[config.mk]
export PLATFORM = sky130hd
export DESIGN_NAME = ysyx_24070017_alu_arbiter_flat
export DESIGN_NICKNAME = d
export VERILOG_FILES = /design/src/rtl/ysyx_24070017_alu_arbiter_if.sv /design/src/rtl/ysyx_24070017_alu_arbiter.sv /design/src/flat_wrapper.sv
export SDC_FILE = /design/constraint.sdc
export NUM_CORES = 1
export LEC_CHECK = 0
export CAP_MARGIN = 20
export CORE_MARGIN = 2
export CORE_UTILIZATION = 36
export CTS_BUF_LIST = sky130_fd_sc_hd__clkbuf_4
export DETAILED_ROUTE_END_ITERATION = 8
export PLACE_DENSITY = 0.81
export SLEW_MARGIN = 15
export SYNTH_ARGS = -nofsm -noshare
export SYNTH_HDL_FRONTEND = slang
export SYNTH_SLANG_ARGS = --single-unit
[constraint.sdc]
create_clock -name clk -period 4.75 [get_ports clk]
set_input_delay 1.425 -clock clk [delete_from_list [all_inputs] [get_ports clk]]
set_output_delay 1.425 -clock clk [all_outputs]
set_load 0.03 [all_outputs]
[src/rtl/ysyx_24070017_alu_arbiter_if.sv]
// Bus bundle for the two-requester ALU arbiter: request/response channels plus the ALU port.
// The arbiter takes the slave view; the requesters and the ALU together take the master view.
interface ysyx_24070017_alu_arbiter_if #(
  parameter int unsigned WORD_LENGTH = 32
);
  // Packed two-requester buses are {req1, req0}.
  logic [1:0]                  req_valid;
  logic [1:0]                  req_ready;
  logic [1:0][6:0]             req_opcode;
  logic [1:0][2:0]             req_funct3;
  logic [1:0][6:0]             req_funct7;
  logic [1:0][WORD_LENGTH-1:0] req_src1;
  logic [1:0][WORD_LENGTH-1:0] req_src2;

  logic [1:0]                  rsp_valid;
  logic [1:0]                  rsp_ready;
  logic [WORD_LENGTH-1:0]      rsp_result;

  logic [6:0]                  alu_opcode;
  logic [2:0]                  alu_funct3;
  logic [6:0]                  alu_funct7;
  logic [WORD_LENGTH-1:0]      alu_src1;
  logic [WORD_LENGTH-1:0]      alu_src2;
  logic [WORD_LENGTH-1:0]      alu_result;

  modport master (
    output req_valid, req_opcode, req_funct3, req_funct7, req_src1, req_src2,
    input  req_ready,
    input  rsp_valid, rsp_result,
    output rsp_ready,
    input  alu_opcode, alu_funct3, alu_funct7, alu_src1, alu_src2,
    output alu_result
  );

  modport slave (
    input  req_valid, req_opcode, req_funct3, req_funct7, req_src1, req_src2,
    output req_ready,
    output rsp_valid, rsp_result,
    input  rsp_ready,
    output alu_opcode, alu_funct3, alu_funct7, alu_src1, alu_src2,
    input  alu_result
  );
endinterface

[src/rtl/ysyx_24070017_alu_arbiter.sv]
// Round-robin arbiter sharing one combinational ALU between the EXU (req 0) and LSU AGU (req 1).
// Operands are registered onto the ALU, the result is captured in EXEC and returned in RESP.
module ysyx_24070017_alu_arbiter #(
  parameter int unsigned WORD_LENGTH = 32
) (
  input  logic                              clk,
  input  logic                              rst,
  ysyx_24070017_alu_arbiter_if.slave        bus,
  output logic                              busy
);

  typedef enum logic [1:0] {StIdle, StExec, StResp} state_e;

  state_e                 state_q, state_d;
  logic                   last_grant_q, last_grant_d;
  logic                   owner_q, owner_d;
  logic [6:0]             alu_opcode_q, alu_opcode_d;
  logic [2:0]             alu_funct3_q, alu_funct3_d;
  logic [6:0]             alu_funct7_q, alu_funct7_d;
  logic [WORD_LENGTH-1:0] alu_src1_q, alu_src1_d;
  logic [WORD_LENGTH-1:0] alu_src2_q, alu_src2_d;
  logic [WORD_LENGTH-1:0] rsp_result_q, rsp_result_d;
  logic [1:0]             rsp_valid_q, rsp_valid_d;

  logic                   grant;
  logic [1:0]             req_ready;

  // On contention the requester that did not win last time goes first.
  always_comb begin
    grant = 1'b0;
    unique case (bus.req_valid)
      2'b01:   grant = 1'b0;
      2'b10:   grant = 1'b1;
      2'b11:   grant = ~last_grant_q;
      default: grant = 1'b0;
    endcase
  end

  // Gated by rst so ready drops immediately while reset is held.
  always_comb begin
    req_ready = 2'b00;
    if (state_q == StIdle && !rst && (bus.req_valid != 2'b00)) begin
      req_ready[grant] = 1'b1;
    end
  end

  always_comb begin
    state_d      = state_q;
    last_grant_d = last_grant_q;
    owner_d      = owner_q;
    alu_opcode_d = alu_opcode_q;
    alu_funct3_d = alu_funct3_q;
    alu_funct7_d = alu_funct7_q;
    alu_src1_d   = alu_src1_q;
    alu_src2_d   = alu_src2_q;
    rsp_result_d = rsp_result_q;
    rsp_valid_d  = rsp_valid_q;

    unique case (state_q)
      StIdle: begin
        if (req_ready != 2'b00) begin
          alu_opcode_d = bus.req_opcode[grant];
          alu_funct3_d = bus.req_funct3[grant];
          alu_funct7_d = bus.req_funct7[grant];
          alu_src1_d   = bus.req_src1[grant];
          alu_src2_d   = bus.req_src2[grant];
          owner_d      = grant;
          last_grant_d = grant;
          state_d      = StExec;
        end
      end
      StExec: begin
        rsp_result_d          = bus.alu_result;
        rsp_valid_d           = 2'b00;
        rsp_valid_d[owner_q]  = 1'b1;
        state_d               = StResp;
      end
      StResp: begin
        // Only the owner's ready can retire the response.
        if (bus.rsp_ready[owner_q]) begin
          rsp_valid_d = 2'b00;
          state_d     = StIdle;
        end
      end
      default: begin
        rsp_valid_d = 2'b00;
        state_d     = StIdle;
      end
    endcase
  end

  always_ff @(posedge clk or posedge rst) begin
    if (rst) begin
      state_q      <= StIdle;
      last_grant_q <= 1'b1;
      owner_q      <= 1'b0;
      alu_opcode_q <= '0;
      alu_funct3_q <= '0;
      alu_funct7_q <= '0;
      alu_src1_q   <= '0;
      alu_src2_q   <= '0;
      rsp_result_q <= '0;
      rsp_valid_q  <= 2'b00;
    end else begin
      state_q      <= state_d;
      last_grant_q <= last_grant_d;
      owner_q      <= owner_d;
      alu_opcode_q <= alu_opcode_d;
      alu_funct3_q <= alu_funct3_d;
      alu_funct7_q <= alu_funct7_d;
      alu_src1_q   <= alu_src1_d;
      alu_src2_q   <= alu_src2_d;
      rsp_result_q <= rsp_result_d;
      rsp_valid_q  <= rsp_valid_d;
    end
  end

  assign bus.req_ready  = req_ready;
  assign bus.rsp_valid  = rsp_valid_q;
  assign bus.rsp_result = rsp_result_q;
  assign bus.alu_opcode = alu_opcode_q;
  assign bus.alu_funct3 = alu_funct3_q;
  assign bus.alu_funct7 = alu_funct7_q;
  assign bus.alu_src1   = alu_src1_q;
  assign bus.alu_src2   = alu_src2_q;
  assign busy           = (state_q != StIdle);

endmodule
[src/flat_wrapper.sv]
// flat-port wrapper written by rule: the top's interface ports become plain ports
module ysyx_24070017_alu_arbiter_flat 
#(
  parameter int unsigned WORD_LENGTH = 32
)
  (clk, rst, busy, bus_req_valid, bus_req_opcode, bus_req_funct3, bus_req_funct7, bus_req_src1, bus_req_src2, bus_req_ready, bus_rsp_valid, bus_rsp_result, bus_rsp_ready, bus_alu_opcode, bus_alu_funct3, bus_alu_funct7, bus_alu_src1, bus_alu_src2, bus_alu_result);
  ysyx_24070017_alu_arbiter_if #(.WORD_LENGTH(WORD_LENGTH)) bus_i ();
  input  logic clk;
  input  logic rst;
  output logic busy;
  input wire logic [$bits(bus_i.req_valid)-1:0] bus_req_valid;
  input wire logic [$bits(bus_i.req_opcode)-1:0] bus_req_opcode;
  input wire logic [$bits(bus_i.req_funct3)-1:0] bus_req_funct3;
  input wire logic [$bits(bus_i.req_funct7)-1:0] bus_req_funct7;
  input wire logic [$bits(bus_i.req_src1)-1:0] bus_req_src1;
  input wire logic [$bits(bus_i.req_src2)-1:0] bus_req_src2;
  output wire logic [$bits(bus_i.req_ready)-1:0] bus_req_ready;
  output wire logic [$bits(bus_i.rsp_valid)-1:0] bus_rsp_valid;
  output wire logic [$bits(bus_i.rsp_result)-1:0] bus_rsp_result;
  input wire logic [$bits(bus_i.rsp_ready)-1:0] bus_rsp_ready;
  output wire logic [$bits(bus_i.alu_opcode)-1:0] bus_alu_opcode;
  output wire logic [$bits(bus_i.alu_funct3)-1:0] bus_alu_funct3;
  output wire logic [$bits(bus_i.alu_funct7)-1:0] bus_alu_funct7;
  output wire logic [$bits(bus_i.alu_src1)-1:0] bus_alu_src1;
  output wire logic [$bits(bus_i.alu_src2)-1:0] bus_alu_src2;
  input wire logic [$bits(bus_i.alu_result)-1:0] bus_alu_result;
  assign bus_i.req_valid = bus_req_valid;
  assign bus_i.req_opcode = bus_req_opcode;
  assign bus_i.req_funct3 = bus_req_funct3;
  assign bus_i.req_funct7 = bus_req_funct7;
  assign bus_i.req_src1 = bus_req_src1;
  assign bus_i.req_src2 = bus_req_src2;
  assign bus_req_ready = bus_i.req_ready;
  assign bus_rsp_valid = bus_i.rsp_valid;
  assign bus_rsp_result = bus_i.rsp_result;
  assign bus_i.rsp_ready = bus_rsp_ready;
  assign bus_alu_opcode = bus_i.alu_opcode;
  assign bus_alu_funct3 = bus_i.alu_funct3;
  assign bus_alu_funct7 = bus_i.alu_funct7;
  assign bus_alu_src1 = bus_i.alu_src1;
  assign bus_alu_src2 = bus_i.alu_src2;
  assign bus_i.alu_result = bus_alu_result;
  ysyx_24070017_alu_arbiter #(.WORD_LENGTH(WORD_LENGTH)) u_core (.clk(clk), .rst(rst), .bus(bus_i), .busy(busy));
endmodule
-- After elaboration in Yosys (flattened, before gate mapping)
Cells that the tools add are included.
- flip-flop bits (word level): 119
- input port bits: 200
- logic and storage cells: 56
- order comparisons: 4
- eq/ne operators: 6
- multiplexer cells: 22
- bitwise gates (word level): 2
- reduce and logical (&&, ||, !) cells: 12
- operators with widths (kind ; count):
    32-bit two-way mux ; 4
    7-bit two-way mux ; 4
    2-bit one-hot mux with 3 select lines ; 2
    2-bit equality test (second input constant) ; 3
    2-bit two-way mux ; 3
    3-bit two-way mux ; 2
    2-bit AND reduction ; 3
    2-bit nonzero test ; 3
    1-bit logical AND ; 4
    1-bit by 2-bit < comparator with 1-bit output (second input constant) ; 2
    1-bit two-way mux ; 4
    1-bit demux with 1-bit select ; 2
    2-bit by 1-bit equality test with 1-bit output (second input constant) ; 1
    1-bit greater-or-equal comparator (second input constant) ; 2
    2-bit zero test ; 1
    2-bit by 1-bit != test with 1-bit output (second input constant) ; 1
    2-bit != test (second input constant) ; 1
    1-bit NOT ; 2
    1-bit one-hot mux with 2 select lines ; 1
    1-bit zero test ; 1

-- Longest topological paths before layout
- depth after elaboration: 10
- depth in mapped cells: 6
- gate-level depth less buffers: 3

-- Least setup slack after synthesis
Ideal clock, no wire load.
- kind: input port to output port
- start: input rst
- end: output bus_req_ready[0]
- arrival: 2792 ps
- setup slack: 533 ps
- stages on the path: 4
- cell sequence: or3_1 > buf_6 > buf_8 > nor3b_1
- cells in the longest elaborated chain, start to end: 4
- ends and longest elaborated chain (element ; line ; RTL):
    from (decl) ; flat_wrapper.sv:9 ; input logic rst;
    1-bit zero test ; ysyx_24070017_alu_arbiter.sv:42 ; if (state_q == StIdle && !rst && (bus.req_valid != 2'b00)) begin
    1-bit logical AND (2 in series) ; ysyx_24070017_alu_arbiter.sv:42 ;
    2-bit two-way mux ; ysyx_24070017_alu_arbiter.sv:42 ;
    to (decl) ; flat_wrapper.sv:17 ; output wire logic [$bits(bus_i.req_ready)-1:0] bus_req_ready;
Every way passes these cells.

-- Worst setup path in the final report
Same ends and word-level chain as after synthesis.

==> summary.md <==
- yes — clock tree from TritonCTS
- 649 nW/um^2 — ratio of total power to cell area
- 5.18 — Via-to-Cell Ratio
- 0.000349 V — Worst VDD drop
- 465 — Synth Instances
- 0 — Antenna diodes
- 25 — number of distinct library cells after synthesis
- 280 — DRT iter0 DRCs
- 5,123 — vias post-DR
- 21.3% — total routing resource utilization after global routing
- input port — element type at the critical path start
- 317 — buffers added on ports
- 51.3% — sequential cell area fraction in the yosys report
- 0 — final routed DRC violation total
- 38.0% — Slew headroom
- 4110 ps — minimum period implied by the final worst setup slack
- 28.1 mm — wire length of the first global-routing pass
- input port to primary output — CP Class
- 100 ps — Reg clk slew, reported paths
- 86.5% — post-route clock period utilization
- 4 — number of optimization iterations in the first detailed-route pass
- 961 — nets
- 18.5 mm — WL final
- sky130_fd_sc_hd__dfrtp_1, sky130_fd_sc_hd__a221o_1, sky130_fd_sc_hd__nor3_2 — cell types with the largest area share after synthesis
- 13.1 mm — HPWL after detailed placement
- 0 — number of max-slew violations in the final report
- 0 ps — accumulated negative setup slack
- sky130_fd_sc_hd__clkdlybuf4s50_1 — most frequent standard cell in the layout excluding fill and tap cells
- 665 — net count of the mapped netlist
- 18.7 um — post-DR wirelength/cell
- sky130_fd_sc_hd__clkbuf_4 — clock root buffer
- 512 ps — hold slack
- 0.757 — final estimated routing congestion in global placement
- 0 — Yosys warning total
- 12.5 sq um — mean instance size in the synthesized netlist
- sky130_fd_sc_hd__clkdlybuf4s50_1, sky130_fd_sc_hd__dfrtp_1, sky130_fd_sc_hd__nand2_1, sky130_fd_sc_hd__a221o_1, sky130_fd_sc_hd__nor3_2 — top library cells by usage in the layout, fill and taps aside
- 3 — worst-path fanout max
- 50.8% — fraction of synthesized cell area taken by the top area cell type
- 21.0% — fraction of layout instances using a drive strength above 1
- sky130_fd_sc_hd__dfrtp_1 — post-synthesis cell type with the largest combined area
- 490 ps — highest cell delay on the worst timing path
- 119 — number of synthesized register bits
- 131 um — Die W
- 318 — boundary pin count
- 46 — number of core rows
- 5810 sq um — Synth Cell Area
- 0 — count of hold-fix buffers inserted at cts
- buffers and inverters — Worst path top cell family by delay
- 6.00 mW — sum of internal, switching and leakage power
- 36.7% — effective utilization at floorplan
- 3.67 nW — LEAKAGE
- primary output — crit end category
- completed — run status
- 0 — leftover overflow at the end of global routing
- 84 — largest net degree at the start of global routing
- 0 — Hold Vio Cnt, Final
- 0 — number of nets with antenna violations after routing
- 3320 ps — WP data required
- flop to flop — min-delay worst type
- 59.1% — area growth from synthesis to layout
- 0 — post-CTS setup repair buffer count
- 131 um — chip height
- clkdlybuf4s50_1, or3_4, nor3b_1, buf_4 — ordered list of cells on the worst path
- 17 — CTS Buf Count
- 119 — TritonCTS sink count
- 4 — level count of the clock H-tree
- 5,362 — via count of the first global-routing pass
- 0 — antenna violations before repair
- 243 MHz — peak clock frequency supported by timing
- 2690 ps — Worst EP arrival
- 0 — Max-cap violations
- 0 — Final setup violation count
- sky130_fd_sc_hd__clkdlybuf4s50_1 — cell with the largest stage delay on the worst path
- false — setup repair after global routing missed its margin
- 15,800 sq um — area of the core region
- 2 — Crit path buffers/inverters
- 14.3 ps — post-route clock skew
- 17,200 sq um — floorplan die area
- 0 — post-cts repair resize count
- 931 ps — actual slew at the worst max-slew pin
- 5 — Worst Reg2Reg Path Length in Cells
- 58.4% — share of the core filled with cells in the final layout
- 510 ps — clock insertion delay at the later pin of the skew report
- 4 — stages on the worst setup path
- 1 — instance count along the most critical hold path
- 2 — Longest Clk Path Bufs
==> through the flow <==
stage / worst slack [ps] / cell area (sq um) / cells
detailed placement: 653 / 8950 / 958
finish: 640 / 9240 / 989
CTS: 640 / 9240 / 989
floorplan: 169 / 5810 / 465
global placement: 656 / 8950 / 958
global route: 588 / 9240 / 989
==> final cells by class <==
class	instances	area, sq um
fillers	1280	6590
well taps	216	270
inverters	3	13.8
clock inverters	13	158
flip-flops and latches	119	2980
repair buffers	327	3250
clock buffers	18	135
multi-input cells	293	2440
==> power by group <==
group	internal, mW	switching, mW
Combinational	1.52	1.86
Sequential	1.53	0.320
Clock	0.364	0.398
Total	3.42	2.58
==> flip-flops by register name (all words and copies together), names as in the netlist, 2 cells and up <==
name,cells
u_core.bus.alu_src1,32
u_core.bus.alu_src2,32
u_core.bus.rsp_result,32
u_core.bus.alu_funct7,7
u_core.bus.alu_opcode,7
u_core.bus.alu_funct3,3
u_core.bus.rsp_valid,2
u_core.state_q,2
==> worst paths after layout <==
path / slack, ps / from / to
max reg2reg: 2210 / u_core.state_q[0]$_DFFE_PP0P_ / u_core.bus.alu_funct3[1]$_DFFE_PP0P_
min in group asynchronous: 1470 / rst / u_core.bus.alu_funct7[5]$_DFFE_PP0P_
max in group asynchronous: 2470 / rst / u_core.bus.rsp_result[27]$_DFFE_PP0N_
min: 510 / u_core.bus.rsp_result[28]$_DFFE_PP0N_ / u_core.bus.rsp_result[28]$_DFFE_PP0N_
max: 640 / rst / bus_req_ready[0]
min reg2reg: 510 / u_core.bus.rsp_result[28]$_DFFE_PP0N_ / u_core.bus.rsp_result[28]$_DFFE_PP0N_
==> cell usage after synthesis <==
cell type	number
sky130_fd_sc_hd__a211oi_1	1
sky130_fd_sc_hd__a21bo_2	1
sky130_fd_sc_hd__a21o_1	2
sky130_fd_sc_hd__a221o_1	81
sky130_fd_sc_hd__and3_1	1
sky130_fd_sc_hd__buf_2	12
sky130_fd_sc_hd__buf_4	1
sky130_fd_sc_hd__buf_6	15
sky130_fd_sc_hd__buf_8	8
sky130_fd_sc_hd__clkbuf_1	14
sky130_fd_sc_hd__dfrtp_1	118
sky130_fd_sc_hd__dfstp_2	1
sky130_fd_sc_hd__inv_1	3
sky130_fd_sc_hd__mux2_2	32
sky130_fd_sc_hd__mux2i_1	2
sky130_fd_sc_hd__nand2_1	82
sky130_fd_sc_hd__nor2b_1	2
sky130_fd_sc_hd__nor3_1	2
sky130_fd_sc_hd__nor3_2	80
sky130_fd_sc_hd__nor3b_1	1
sky130_fd_sc_hd__o21ai_1	1
sky130_fd_sc_hd__o2bb2ai_1	2
sky130_fd_sc_hd__or2_2	1
sky130_fd_sc_hd__or2b_1	1
sky130_fd_sc_hd__or3_1	1
==> cell families after synthesis <==
| kind of cell | after synthesis | share of synthesized area [%] |
|---|---|---|
| AOI/OAI and AO/OA | 88 | 14.9 |
| and+or+nand+nor | 171 | 20.0 |
| DFF | 119 | 51.3 |
| buffers and inverters | 53 | 7.24 |
| muxes | 34 | 6.55 |
==> per-layer routing <==
layer  wire [um]  GRT usage, %
met5           0             0
met4         429          8.01
met3        1430          5.99
met2        9480          37.0
met1        7160          25.0
Power figures use the tool's default switching activity.
